`src/rtl/key_matrix_scanner.sv`:
```
// Key matrix scanner: drives one column at a time, senses active-low rows,
// debounces every key and publishes a row-major pressed bitmap.
module key_matrix_scanner #(
  parameter int N              = 8,
  parameter int SETTLE_CYCLES  = 16,
  parameter int DEBOUNCE_SCANS = 4
) (
  input  logic           clk,
  input  logic           rst,
  input  logic           ena,
  input  logic [N-1:0]   rows_n,
  output logic [N-1:0]   cols,
  output logic [N*N-1:0] pressed,
  output logic           changed,
  output logic           frame_done
);

  localparam int K   = N * N;
  localparam int CIW = (N > 1) ? $clog2(N) : 1;
  localparam int SCW =
    (SETTLE_CYCLES > 1) ? $clog2(SETTLE_CYCLES) : 1;
  localparam int DCW = $clog2(DEBOUNCE_SCANS + 1);

  localparam logic [CIW-1:0] COL_LAST = CIW'(N - 1);
  localparam logic [SCW-1:0] CNT_LAST =
    SCW'(SETTLE_CYCLES - 1);
  localparam logic [DCW-1:0] DB_LAST =
    DCW'(DEBOUNCE_SCANS - 1);

  if (N < 2 || N > 8) begin : g_bad_n
    $error("key_matrix_scanner: N must be 2..8");
  end
  if (SETTLE_CYCLES < 4) begin : g_bad_settle
    $error("key_matrix_scanner: SETTLE_CYCLES must be >= 4");
  end
  if (DEBOUNCE_SCANS < 1) begin : g_bad_db
    $error("key_matrix_scanner: DEBOUNCE_SCANS must be >= 1");
  end

  typedef enum logic [0:0] {
    IDLE,
    DRIVE
  } state_t;

  state_t         state_q;
  state_t         state_d;
  logic [CIW-1:0] col_q;
  logic [CIW-1:0] col_d;
  logic [SCW-1:0] cnt_q;
  logic [SCW-1:0] cnt_d;
  logic           sample;

  logic [N-1:0]   sync1;
  logic [N-1:0]   rows_sync;

  logic [DCW-1:0] db_q [K];
  logic [DCW-1:0] db_d [K];
  logic [K-1:0]   pressed_d;
  logic           any_flip;
  logic           raw_bit;

  // Two-flop synchronizer; idle (all ones) means no key closed.
  always_ff @(posedge clk or posedge rst) begin
    if (rst) begin
      sync1     <= '1;
      rows_sync <= '1;
    end else begin
      sync1     <= rows_n;
      rows_sync <= sync1;
    end
  end

  // Scan state register: state, column index, settle counter.
  always_ff @(posedge clk or posedge rst) begin
    if (rst) begin
      state_q <= IDLE;
      col_q   <= '0;
      cnt_q   <= '0;
    end else begin
      state_q <= state_d;
      col_q   <= col_d;
      cnt_q   <= cnt_d;
    end
  end

  // Next-state logic; sample marks the last settle cycle of a column.
  always_comb begin
    state_d = state_q;
    col_d   = col_q;
    cnt_d   = cnt_q;
    sample  = 1'b0;
    unique case (state_q)
      IDLE: begin
        col_d = '0;
        cnt_d = '0;
        if (ena) begin
          state_d = DRIVE;
        end
      end
      DRIVE: begin
        if (!ena) begin
          state_d = IDLE;
          col_d   = '0;
          cnt_d   = '0;
        end else if (cnt_q == CNT_LAST) begin
          sample = 1'b1;
          cnt_d  = '0;
          if (col_q == COL_LAST) begin
            col_d = '0;
          end else begin
            col_d = col_q + CIW'(1);
          end
        end else begin
          cnt_d = cnt_q + SCW'(1);
        end
      end
      default: begin
        state_d = IDLE;
        col_d   = '0;
        cnt_d   = '0;
      end
    endcase
  end

  // Column drive decodes straight from state so reset clears it at once.
  always_comb begin
    cols = '0;
    if (state_q == DRIVE) begin
      cols[col_q] = 1'b1;
    end
  end

  // Per-key debounce, only for keys in the column being sampled.
  always_comb begin
    pressed_d = pressed;
    any_flip  = 1'b0;
    raw_bit   = 1'b0;
    for (int k = 0; k < K; k++) begin
      db_d[k] = db_q[k];
      if (sample && col_q == CIW'(k % N)) begin
        raw_bit = ~rows_sync[k / N];
        if (raw_bit == pressed[k]) begin
          db_d[k] = '0;
        end else if (db_q[k] == DB_LAST) begin
          pressed_d[k] = ~pressed[k];
          db_d[k]      = '0;
          any_flip     = 1'b1;
        end else begin
          db_d[k] = db_q[k] + DCW'(1);
        end
      end
    end
  end

  // Debounce state, key map and the one-cycle status pulses.
  always_ff @(posedge clk or posedge rst) begin
    if (rst) begin
      pressed    <= '0;
      changed    <= 1'b0;
      frame_done <= 1'b0;
      for (int k = 0; k < K; k++) begin
        db_q[k] <= '0;
      end
    end else begin
      pressed    <= pressed_d;
      changed    <= any_flip;
      frame_done <= sample && (col_q == COL_LAST);
      for (int k = 0; k < K; k++) begin
        db_q[k] <= db_d[k];
      end
    end
  end

endmodule

```
`config.mk`:
```
export PLATFORM = sky130hd
export DESIGN_NAME = key_matrix_scanner
export DESIGN_NICKNAME = d
export VERILOG_FILES = /design/src/rtl/key_matrix_scanner.sv
export SDC_FILE = /design/constraint.sdc
export NUM_CORES = 1
export LEC_CHECK = 0
export ABC_AREA = 0
export CAP_MARGIN = 20
export CORE_MARGIN = 3
export CORE_UTILIZATION = 55
export DETAILED_ROUTE_END_ITERATION = 7
export PLACE_DENSITY = 0.75
export REMOVE_ABC_BUFFERS = 1
export SETUP_SLACK_MARGIN = 0.2
export SLEW_MARGIN = 20
export SYNTH_ARGS = -nofsm -noshare
export SYNTH_HDL_FRONTEND = slang
export SYNTH_SLANG_ARGS = --single-unit
```
`constraint.sdc`:
```
create_clock -name clk -period 20.6 [get_ports clk]
set_input_delay 4.12 -clock clk [delete_from_list [all_inputs] [get_ports clk]]
set_output_delay 4.12 -clock clk [all_outputs]
set_load 0.005 [all_outputs]
```
==> flow_metrics.tcl <==
set metrics [dict create \
    status "complete, no violations" \
    power.density_mw_per_mm2 72.6 \
    drcViolationCount 0 \
    irDropWorstVdd_mv 0.0613 \
    cp_cell_sequence "clkdlybuf4s50_1 > nand2_1 > nor2_1 > nand2_1 > buf_4 > clkinv_1 > nand3_1 > o31ai_1 > nor3b_1 > nand4_1" \
    finalCriticalPeriod_ns 6.75 \
    overflow 0 \
    start_util_pct 56.7 \
    seq_area_frac_synth_pct 52.6 \
    clockBufferDepth 3 \
    hold_ws_ns 0.355 \
    fp.dieH_um 162 \
    path_clk_slew_ns 0.06 \
    wl_per_cell_um 16.8 \
    endpoint "changed" \
    finalHoldViolCount 0 \
    avgSynthCellArea_sq_um 10.8 \
    io-pin-count 85 \
    worst_path_most_repeated_cell "nand2_1" \
    num_antenna_cells 0 \
    setup_viol 0 \
    final_antenna_net_count 0 \
    worstRegToRegCells 10 \
    ctsResizeCount 0 \
    tns_ns 0 \
    numCtsBuffers 30 \
    place_ws_ns 13.35 \
    drtPass1Iterations 5 \
    intPower_mw 0.875 \
    sequentialPowerShare_pct 50.1 \
    r2r-end "changed" \
    cp_max_fo 33 \
    crit_path_end_kind "register" \
    fp.dieW_um 162 \
    setup_ws_ns 13.85 \
    regToRegSetupSlack_ns 17.50 \
    tritoncts "yes" \
    grt_pass1_wl_um 46600 \
    switching_share_pct 22.2 \
    ys_types 65 \
    track_usage_pct 21.7 \
    layout_commonest_cell "dfrtp_1" \
    cts_sinks 282 \
    fillers 1840 \
    layout_common_cells "266 x dfrtp_1, 105 x nand2_1, 85 x nor2_1, 84 x clkdlybuf4s50_1, 71 x ha_1" \
    area_growth_pct 15.1 \
    viasPerCell 5.68 \
    finClkSkew_ns 0.0139 \
    maxSlewViolCount 0 \
    min_path_type "register to register" \
    synth_edf_count 0 \
    cts_hold_buffers 0 \
    finalNetCount 1393 \
    fmaxAchievable_mhz 148 \
    core_sq_mm 0.0238 \
    p_comb_share_pct 2.7 \
    cap_violations 0 \
    clock_latency_ns 0.56 \
    yosys_warnings 0 \
    crit_required_ns 21.00 \
    detailed_place_hpwl_um 17900 \
    dieArea_sq_mm 0.0264 \
    p_switching_mw 0.249 \
    slowest_stage "clkdlybuf4s50_1" \
    r2r_start "cnt_q[0]" \
    tightest_slew_ns 1.02 \
    place.gp.congestion 0.784 \
    cts-root-buf "clkbuf_16" \
    ys.flop_type "dfrtp_1" \
    syn_inst 1243 \
    grt_pass1_vias 9139 \
    start_kind "input port" \
    p_leak_nw 7.59 \
    grt_max_degree 150 \
    slowest_delay_ns 0.72 \
    htreeDepth 1 \
    synthesis.area_sq_mm 0.0135 \
    finalCritPeriodShare_pct 32.8 \
    antenna_found_initial 0 \
    slew-limit-headroom_pct 31.6 \
    drive_gt1_share_pct 9.14 \
    regArea_sq_mm 0.00708 \
    clkPwrFrac_pct 47.2 \
    vias 9400 \
    path_class "input port to register" \
    drt-initial-drc-count 577 \
    multi_input_area_sq_mm 0.00599 \
    routed_wirelength_um 27800 \
    synth-seq-cells 282 \
    async_flop_share_pct 100 \
    num_rows 56 \
    cts_setup_buffers 0 \
    rsz0062_at_grt "no" \
    crit_start "ena" \
    arrival_ns 7.16 \
    io_buffers 84 \
]
## metal layers
| layer | vias to the layer above | GRT usage [%] | share of wire, % |
|---|---|---|---|
| li1 | 4545 | - | - |
| met1 | 4611 | 31.1 | 46 |
| met2 | 193 | 34.6 | 46 |
| met3 | 51 | 3.66 | 5.1 |
| met4 | 0 | 5.82 | 2.6 |
| met5 | - | 0 | 0 |
## area by class of cell
cell class	instances	share of cell area (%)
clock buffers	45	5.73
clock inverters	11	0.614
inverters	24	0.630
multi-input cells	879	38.7
flip-flops and latches	282	45.7
well taps	319	2.58
repair buffers	94	6.07
## worst min path at each step
stage,from,to,slack (ns),cells after the start
after floorplan,sync1[0],rows_sync[0],0.35,0
after global placement,sync1[7],rows_sync[7],0.35,0
after detailed placement,sync1[2],rows_sync[2],0.35,0
after CTS,sync1[1],rows_sync[1],0.36,0
after global routing,sync1[1],rows_sync[1],0.36,0
final,sync1[1],rows_sync[1],0.36,0
## state kept, by name, summed over array words and instances, names as in the netlist
signal and flops:
changed 1, cnt_q 4, col_q 3, db_q 192, frame_done 1, pressed 64, rows_sync 8, state_q 1
sync1 8
## stage by stage
step	total power, mW	std cells	utilization, %	area, sq um
after floorplan	0.591	1185	-	13200
after global placement	0.603	1597	60.9	14500
after detailed placement	0.604	1597	60.9	14500
after CTS	1.13	1653	65.1	15500
after global routing	1.16	1654	65.2	15500
final	1.12	1654	65.2	15500
## cell usage after synthesis, types with 2 or more instances
master,number,area share (%)
o32ai_1,7,0.46
ha_1,71,6.6
nand4_1,3,0.14
nand3_1,38,1.4
buf_6,3,0.25
a21boi_0,7,0.39
o21ai_1,2,0.074
nor3_1,17,0.63
o21a_1,42,2.3
nand4b_1,2,0.13
nor2_1,85,2.4
inv_1,23,0.64
buf_4,7,0.39
a31oi_1,28,1.3
dfstp_2,16,3.1
dfrtp_1,266,49
clkbuf_1,16,0.45
o21ai_0,64,2.4
xor2_1,56,3.6
a21oi_1,35,1.3
buf_2,30,1.1
a21o_1,25,1.4
xnor2_1,18,1.2
o22ai_1,4,0.19
and2_1,15,0.70
nor3b_2,3,0.28
nor2b_1,36,1.7
nor3b_1,21,1.2
a22o_1,29,1.9
nand2b_1,39,1.8
and3_1,2,0.093
nand3b_1,3,0.17
mux2_2,29,2.4
buf_1,2,0.056
nand3_2,3,0.22
o31ai_1,35,2.0
nand2_1,106,3.0
or3_1,2,0.093
nor4_1,26,1.2
nor3_2,2,0.15
## power groups by stage
stage	Combinational, mW	Sequential (mW)	Clock (mW)
2_1_floorplan	0.0189	0.572	0
3_3_place_gp	0.0299	0.573	0
3_5_place_dp	0.0303	0.573	0
4_1_cts	0.0305	0.563	0.540
5_1_grt	0.0348	0.563	0.566
6_report	0.0303	0.564	0.530
## logic make-up (layout without fill, tap and decap cells)
| kind of cell | Yosys count | after routing | share of synthesized area [%] |
|---|---|---|---|
| DFF | 282 | 282 | 52.6 |
| buffers and inverters | 82 | 174 | 2.93 |
| muxes | 30 | 30 | 2.50 |
| xor gates and xnor gates | 75 | 75 | 4.94 |
| adders and majority gates | 71 | 71 | 6.60 |
| and+or+nand+nor | 416 | 416 | 16.2 |
| AOI/OAI and AO/OA | 287 | 287 | 14.2 |
## critical path: cells and delay by family
| family | cells | cell delay [ns] |
|---|---|---|
| compound gates | 1 | 0.10 |
| simple gates | 6 | 1.22 |
| buf+inv | 3 | 1.70 |
Note: power is estimated with default switching activity, not from simulation.
